--- src/rtl/fib_age_arbiter.sv ---
`default_nettype none
// ==========================================================================
// fib_age_arbiter : shares the FIB table port between lookup and age sweep
// Rev 1.0
// ==========================================================================
module fib_age_arbiter #(
  parameter int FIB_ASZ      = 8,
  parameter int AGE_SZ       = 3,
  parameter int PORT_SZ      = 2,
  parameter int AGE_INTERVAL = 1000
) (
  input  logic                            clk,
  input  logic                            reset_n,
  input  logic                            age_en,
  input  logic                            lk_rd_n,
  input  logic                            lk_wr_n,
  input  logic [FIB_ASZ-1:0]              lk_addr,
  input  logic [48+AGE_SZ+PORT_SZ-1:0]    lk_wdata,
  output logic [48+AGE_SZ+PORT_SZ-1:0]    lk_rdata,
  output logic                            lk_gnt,
  output logic                            ft_rd_n,
  output logic                            ft_wr_n,
  output logic [FIB_ASZ-1:0]              ft_addr,
  output logic [48+AGE_SZ+PORT_SZ-1:0]    ft_wdata,
  input  logic [48+AGE_SZ+PORT_SZ-1:0]    ft_rdata,
  output logic                            sweep_busy,
  output logic                            sweep_done,
  output logic                            age_overrun
);

  localparam int ENTRY_SZ = 48 + AGE_SZ + PORT_SZ;
  localparam int CNT_W    = (AGE_INTERVAL > 1) ? $clog2(AGE_INTERVAL) : 1;
  localparam logic [CNT_W-1:0]   CNT_LAST  = CNT_W'(AGE_INTERVAL - 1);
  localparam logic [FIB_ASZ-1:0] ADDR_LAST = '1;

  typedef enum logic [1:0] {
    S_IDLE = 2'd0,
    S_RD   = 2'd1,
    S_WR   = 2'd2
  } state_t;

  state_t               state_q;
  logic [CNT_W-1:0]     cnt_q;
  logic [CNT_W-1:0]     cnt_d;
  logic [FIB_ASZ-1:0]   age_addr_q;
  logic                 sweep_pend_q;
  logic                 sweep_done_q;
  logic                 age_overrun_q;

  logic                 tick;
  logic                 lk_req;
  logic [AGE_SZ-1:0]    cur_age;
  logic [AGE_SZ-1:0]    dec_age;

  assign tick    = age_en && (cnt_q == CNT_LAST);
  assign cnt_d   = (cnt_q == CNT_LAST) ? '0 : cnt_q + 1'b1;
  assign lk_req  = !lk_rd_n || !lk_wr_n;
  assign cur_age = ft_rdata[PORT_SZ +: AGE_SZ];
  assign dec_age = cur_age - 1'b1;

  always_ff @(posedge clk or negedge reset_n) begin
    if (!reset_n) begin
      state_q       <= S_IDLE;
      cnt_q         <= '0;
      age_addr_q    <= '0;
      sweep_pend_q  <= 1'b0;
      sweep_done_q  <= 1'b0;
      age_overrun_q <= 1'b0;
    end else begin
      sweep_done_q  <= 1'b0;
      // A tick that lands while a sweep is running is dropped, not queued.
      age_overrun_q <= tick && (state_q != S_IDLE);
      if (age_en) begin
        cnt_q <= cnt_d;
      end
      case (state_q)
        S_IDLE: begin
          if (sweep_pend_q) begin
            sweep_pend_q <= 1'b0;
            age_addr_q   <= '0;
            state_q      <= S_RD;
          end
          if (tick) begin
            sweep_pend_q <= 1'b1;
          end
        end
        S_RD: begin
          if (!lk_req) begin
            state_q <= S_WR;
          end
        end
        S_WR: begin
          if (age_addr_q == ADDR_LAST) begin
            sweep_done_q <= 1'b1;
            state_q      <= S_IDLE;
          end else begin
            age_addr_q <= age_addr_q + 1'b1;
            state_q    <= S_RD;
          end
        end
        default: state_q <= S_IDLE;
      endcase
    end
  end

  always_comb begin
    lk_gnt   = 1'b1;
    ft_rd_n  = lk_rd_n;
    ft_wr_n  = lk_wr_n;
    ft_addr  = lk_addr;
    ft_wdata = lk_wdata;
    case (state_q)
      S_RD: begin
        if (!lk_req) begin
          ft_rd_n = 1'b0;
          ft_wr_n = 1'b1;
          ft_addr = age_addr_q;
        end
      end
      S_WR: begin
        // Write-back half of the pair; an already-expired entry is left alone.
        lk_gnt   = 1'b0;
        ft_rd_n  = 1'b1;
        ft_wr_n  = (cur_age == '0);
        ft_addr  = age_addr_q;
        ft_wdata = {ft_rdata[ENTRY_SZ-1:AGE_SZ+PORT_SZ], dec_age, ft_rdata[PORT_SZ-1:0]};
      end
      default: ;
    endcase
  end

  assign lk_rdata    = ft_rdata;
  assign sweep_busy  = (state_q != S_IDLE);
  assign sweep_done  = sweep_done_q;
  assign age_overrun = age_overrun_q;

endmodule
`default_nettype wire

--- config.mk ---
export PLATFORM = sky130hd
export DESIGN_NAME = fib_age_arbiter
export DESIGN_NICKNAME = d
export VERILOG_FILES = /design/src/rtl/fib_age_arbiter.sv
export SDC_FILE = /design/constraint.sdc
export NUM_CORES = 1
export LEC_CHECK = 0
export CORE_MARGIN = 4
export CORE_UTILIZATION = 33
export CTS_CLUSTER_SIZE = 30
export DETAILED_ROUTE_END_ITERATION = 6
export PLACE_DENSITY = 0.95
export SLEW_MARGIN = 15
export SYNTH_ARGS = -nofsm -noshare
export SYNTH_HDL_FRONTEND = slang
export SYNTH_SLANG_ARGS = --single-unit
export TNS_END_PERCENT = 5
--- constraint.sdc ---
create_clock -name clk -period 5.7 [get_ports clk]
set_clock_uncertainty 0.1 [all_clocks]
set_input_delay 1.14 -clock clk [delete_from_list [all_inputs] [get_ports clk]]
set_output_delay 1.14 -clock clk [all_outputs]
set_load 0.01 [all_outputs]
==> reports/qor.csv, run 1 <==
stage;metric;value;unit
pwr;VDD IR max;0.127;mV
synthesis;Mapped Cells;270;
cts;setup bufs post-CTS;0;
layout;Diodes inserted;0;
cts;Max clock buf depth;2;
cts;root buffer cell;clkbuf_8;
grt;first-pass GRT wire length;15400;µm
pwr;Static Leak;1.76;nW
cts;CTS resizes;0;
floorplan;row count;31;
setup_path;reg-to-reg endpoint;age_addr_q[5];
synthesis;Yosys warning count;0;
job;max_cap viols;0;
setup_path;FF-to-FF setup slack;3.14;ns
min_path;min-delay src;cnt_q[0];
setup_path;CP Capture Type;primary output;
min_path;Cells on Worst Hold Path;1;
timing;Final Cycle Share;77.8;%
setup_path;CP startpoint kind;input pin;
route;overall routed net length;10100;µm
route;Vias per Instance;4.83;
setup_path;worst flop-to-flop path startpoint;state_q[0];
grt;gr usage total;22.1;%
grt;vias in the first global route;2910;
synthesis;Post-synth top flop;dfrtp_1;
cts;Worst-path clk slew;0.07;ns
timing;Max-slew headroom;50.6;%
timing;RSZ-0062 raised after global routing;no;
layout;nets@finish;576;
synthesis;syn_area_per_cell;9.09;µm²
min_path;hold crit path type;reg -> reg;
synthesis;asr flop ratio synth;100;%
setup_path;worst endpoint required time;4.46;ns
synthesis;Net Count, Synth;397;
min_path;Hold Path Sink;cnt_q[0];
floorplan;die area;8880;µm²
floorplan;I/O pin count;239;
layout;area grow syn2layout;85.5;%
run_status;outcome;complete, no violations;
setup_path;Worst EP arrival;3.19;ns
synthesis;Seq/Total Area, Yosys;23.4;%
floorplan;Initial Util;33.8;%
route;DRC viols;0;
setup_path;CP Class;in -> out;
placed_design;Detail Placement HPWL;8580;µm
floorplan;core area;7250;µm²
cts;clk_lat worst skew;0.27;ns
pwr;overall power;1.05;mW
timing;crit path time final;4.43;ns
grt;largest net degree at the start of global routing;60;
floorplan;chip height;94.3;µm
setup_path;r2r worst-path depth;7;
cts;CTS Hold Buffers Added;0;
pwr;pwr dens;231;nW/µm²
timing;Fin Hold WS;0.428;ns
route;routed via count;2643;
cts;CTS tree;done;
synthesis;Post-synth EDFFs;0;
timing;count of final hold-check violations;0;
route;DR pass1 iterations;4;
route;WL/cell;18.5;µm
placed_design;# port buffers;238;
cts;# H-tree levels;1;
timing;Max Clock Freq;226;MHz
timing;setup TNS;0;ns
placed_design;routability cong.;0.861;
cts;total CTS buffers;3;
grt;grt total ovfl;0;
synthesis;post-synthesis cell type count;45;
floorplan;die extent in x;94.3;µm
timing;setup violators final;0;
timing;Least-Margin Pin Slew;0.741;ns
route;Routed Antenna Nets;0;
synthesis;Post-Syn Area;2450;µm²
timing;Slew Viols, Final;0;
synthesis;number of synthesized register bits;23;
cts;Clock Sinks;23;
setup_path;crit path max fanout;8;
route;1st-iter DRT viols;73;
layout;fraction of layout cells with a size suffix above 1;9.38;%
grt;initial antenna violation count;0;
[cells in the mapped netlist, types with 2 or more instances]
library cell | instances | area share [%]
a21oi_1 | 8 | 1.6
a22o_1 | 8 | 2.9
and3_1 | 2 | 0.51
buf_2 | 5 | 1.0
buf_4 | 53 | 16
clkbuf_1 | 6 | 0.92
dfrtp_1 | 23 | 23
ha_1 | 8 | 4.1
inv_1 | 12 | 1.8
mux2_1 | 21 | 9.6
mux2_2 | 31 | 14
nand2_1 | 20 | 3.1
nand3_1 | 10 | 2.0
nand4_1 | 2 | 0.51
nor2_1 | 7 | 1.1
nor2b_1 | 2 | 0.51
nor3_1 | 4 | 0.82
nor4_1 | 3 | 0.76
o21ai_0 | 6 | 1.2
o21ai_1 | 3 | 0.61
o31ai_1 | 4 | 1.2
o41ai_1 | 3 | 1.1
or3_1 | 3 | 0.76
or4_1 | 2 | 0.61
xnor2_1 | 4 | 1.4
[cells by family after synthesis]
| kind of cell | synth area share [%] |
|---|---|
| simple gates | 13.5 |
| buf+inv | 20.6 |
| compound gates | 11.7 |
| xor+xnor | 1.78 |
| mux | 24.9 |
| flops | 23.4 |
| fa+ha+maj | 4.08 |
[power by group]
group	internal [mW]	leakage, nW	switching [mW]
combinational	0.416	1.44	0.299
clock	0.0499	0.0228	0.0520
sequential	0.190	0.303	0.0432
[layout make-up]
type,instances,area (µm²)
clock buffers,4,45.0
fillers,586,2700
inverters,13,48.8
multi-input cells,169,1380
flip-flops and latches,23,576
well taps,99,124
repair buffers,239,2380
[worst max-delay path by stage]
stage	slack [ns]	end	startpoint
5_1_grt	1.19	ft_addr[0]	lk_wr_n
3_5_place_dp	1.26	ft_addr[0]	lk_wr_n
4_1_cts	1.25	ft_addr[0]	lk_wr_n
6_report	1.27	ft_addr[0]	lk_wr_n
3_3_place_gp	1.35	ft_addr[0]	lk_wr_n
2_1_floorplan	2.56	ft_addr[0]	lk_rd_n
[critical path, cell delays in order]
cell and delay (ns):
clkdlybuf4s50_1 0.52, nand3_1 0.10, a21oi_1 0.61, a22o_1 0.23
clkdlybuf4s50_1 0.59
[flip-flops by register name, summed over array words and instances (netlist names)]
signal,flops
age_overrun,1
age_addr_q,8
sweep_done,1
cnt_q,10
state_q,2
sweep_pend_q,1
[metal layers]
metal	GRT usage, %	part of all wire [%]	up-vias
li1	-	-	1273
met1	25.3	38	1236
met2	41.1	53	124
met3	5.29	7.9	10
met4	4.45	1.3	0
met5	0	0	-
[through the flow]
stage	cell area [µm²]	instances	util (%)	setup WS [ns]
CTS	4560	547	62.9	1.25
detailed placement	4510	543	62.2	1.26
finish	4550	547	62.8	1.27
global route	4550	547	62.8	1.19
global placement	4510	543	62.2	1.35
floorplan	2450	270	-	2.56
[cells in the final DEF, fill, tap and decap left out, types with 2 or more instances in the layout]
cell type and instances:
clkdlybuf4s50_1 237, mux2_2 31, dfrtp_1 23, mux2_1 21, nand2_1 20, inv_1 12, nand3_1 10, a21oi_1 8
a22o_1 8, nor2_1 7, ha_1 7, o21ai_0 6, xnor2_1 4, nor3_1 4, o31ai_1 4, o21ai_1 3
nor4_1 3, or3_1 3, o41ai_1 3, clkbuf_8 3, nor2b_1 2, nand4_1 2, and3_1 2, or4_1 2
Power figures use the tool's default switching activity.
==> run 2, diff against run 1 <==
--- a/config.mk
+++ b/config.mk
@@ -6,10 +6,10 @@
 export NUM_CORES = 1
 export LEC_CHECK = 0
 export CORE_MARGIN = 4
-export CORE_UTILIZATION = 33
+export CORE_UTILIZATION = 28
 export CTS_CLUSTER_SIZE = 30
 export DETAILED_ROUTE_END_ITERATION = 6
-export PLACE_DENSITY = 0.95
+export PLACE_DENSITY = 0.91
 export SLEW_MARGIN = 15
 export SYNTH_ARGS = -nofsm -noshare
 export SYNTH_HDL_FRONTEND = slang
==> constraint.sdc (replaced) <==
create_clock -name clk -period 3.8 [get_ports clk]
set_clock_uncertainty 0.1 [all_clocks]
set_input_delay 0.76 -clock clk [delete_from_list [all_inputs] [get_ports clk]]
set_output_delay 0.76 -clock clk [all_outputs]
set_load 0.01 [all_outputs]
==> run 2 against run 1 <==
Against the previous run: cell count increased by 1.5%; non-clock buffer count increased by 2; total power is 51% higher; global-route usage is 3.3 points lower; utilization down 8.2 points; first-iteration DRC count decreased by 27%; via count fell by 1.7%; critical path depth rose by 1; largest cell class unchanged.
==> reports/qor.csv, run 2 (synthesis results as in run 1) <==
stage;metric;value;unit
floorplan;Initial Util;29.3;%
route;DR pass1 iterations;4;
placed_design;DP Worst Slack;0.317;ns
grt;largest net degree at the start of global routing;34;
route;DRC viols;0;
setup_path;crit path max fanout;8;
timing;setup violators final;0;
setup_path;CP Capture Type;primary output;
setup_path;Worst EP arrival;2.59;ns
floorplan;I/O pin count;239;
layout;top flop regs;cnt_q: 10 flops, age_addr_q: 8 flops, state_q: 2 flops;
placed_design;# port buffers;238;
timing;setup TNS;0;ns
floorplan;die area;10300;µm²
setup_path;r2r worst-path depth;7;
layout;Diodes inserted;0;
timing;Least-Margin Pin Slew;0.590;ns
timing;Max-slew headroom;60.3;%
pwr;Static Leak;1.77;nW
floorplan;die extent in x;102;µm
layout;Finished Cell Area;4580;µm²
cts;total CTS buffers;3;
pwr;pwr dens;346;nW/µm²
placed_design;Area after DPL;4540;µm²
layout;fillers;729;
layout;most common cell after layout, fill and taps aside;clkdlybuf4s50_1;
grt;grt total ovfl;0;
setup_path;worst flop-to-flop path startpoint;state_q[0];
setup_path;CP max stage delay;0.51;ns
setup_path;Worst path most repeated cell;clkdlybuf4s50_1;
run_status;outcome;complete, no violations;
pwr;overall power;1.59;mW
route;Routed Antenna Nets;0;
route;overall routed net length;10200;µm
setup_path;worst endpoint required time;2.94;ns
cts;# H-tree levels;1;
grt;vias in the first global route;2792;
floorplan;core area;8380;µm²
timing;Max Clock Freq;290;MHz
layout;area grow syn2layout;86.4;%
cts;root buffer cell;clkbuf_8;
grt;initial antenna violation count;0;
cts;setup bufs post-CTS;0;
layout;fin util;54.6;%
route;Vias per Instance;4.68;
route;1st-iter DRT viols;53;
pwr;VDD IR max;0.175;mV
cts;Clock Sinks;23;
route;WL/cell;18.4;µm
timing;Final Cycle Share;90.8;%
setup_path;crit path cell chain;clkdlybuf4s50_1, nand2_1, and2_1, nand2b_1, a22o_1, clkdlybuf4s50_1;
setup_path;Critical Path Slowest Stage Cell;clkdlybuf4s50_1;
timing;crit path time final;3.45;ns
cts;CTS resizes;0;
cts;Worst-path clk slew;0.08;ns
layout;fraction of layout cells with a size suffix above 1;9.78;%
cts;Max clock buf depth;2;
floorplan;row count;33;
layout;Largest register FFs;10;
setup_path;reg-to-reg endpoint;age_addr_q[7];
job;max_cap viols;0;
grt;first-pass GRT wire length;15000;µm
layout;Biggest register;cnt_q;
grt;gr usage total;18.7;%
timing;final critical-path setup slack;0.350;ns
setup_path;FF-to-FF setup slack;1.54;ns
route;routed via count;2599;
layout;nets@finish;578;
placed_design;routability cong.;0.837;
min_path;hold crit path type;in -> async;
timing;Slew Viols, Final;0;
layout;highest-count cells in the layout ignoring fill and taps;clkdlybuf4s50_1, mux2_2, dfrtp_1;
floorplan;chip height;102;µm
cts;CTS tree;done;
setup_path;CP startpoint kind;input pin;
placed_design;Detail Placement HPWL;8740;µm
timing;RSZ-0062 raised after global routing;no;
setup_path;CP Class;in -> out;
cts;CTS Hold Buffers Added;0;
cts;clk_lat worst skew;0.26;ns
timing;count of final hold-check violations;0;
[run 2: cell count changes in the layout (fill, tap and decap cells not counted)]
cell / change
buf_4: +2
[run 2: layout make-up]
class | instances | area [µm²] | share of cell area (%)
Tap cell | 105 | 131 | 2.87
Sequential cell | 23 | 576 | 12.6
Timing Repair Buffer | 241 | 2400 | 52.4
Clock buffer | 4 | 45.0 | 0.984
Multi-Input combinational cell | 169 | 1380 | 30.1
Inverter | 13 | 48.8 | 1.07
[run 2: report_power, final]
group	switching, mW	internal [mW]
sequential	0.0624	0.285
clock	0.0758	0.0747
combinational	0.457	0.631
total	0.595	0.991
[run 2: through the flow]
step           hold slack [ns]  std cells
2_1_floorplan            0.364        270
3_3_place_gp             0.410        551
3_5_place_dp             0.422        551
4_1_cts                  0.433        555
5_1_grt                  0.399        555
6_report                 0.360        555
[run 2: how the worst max path moves through the flow]
stage,cells past startpoint,to,start
final,6,ft_addr[1],lk_wr_n
after global routing,6,ft_addr[0],lk_wr_n
after CTS,6,ft_addr[1],lk_wr_n
after detailed placement,6,ft_addr[0],lk_wr_n
after global placement,6,ft_addr[0],lk_wr_n
after floorplan,6,ft_wdata[38],state_q[0]
[run 2: routing by layer]
layer  track usage [%]  routed length [µm]
met5                 0                   0
met4              3.27                 112
met3              6.68                1030
met2              35.7                5580
met1              19.9                3470
[run 2: critical path: cells and delay by family]
kind	cells	cell delay, ns
AO/OA/AOI/OAI	1	0.29
buffers and inverters	2	1.00
AND/OR/NAND/NOR	3	0.54
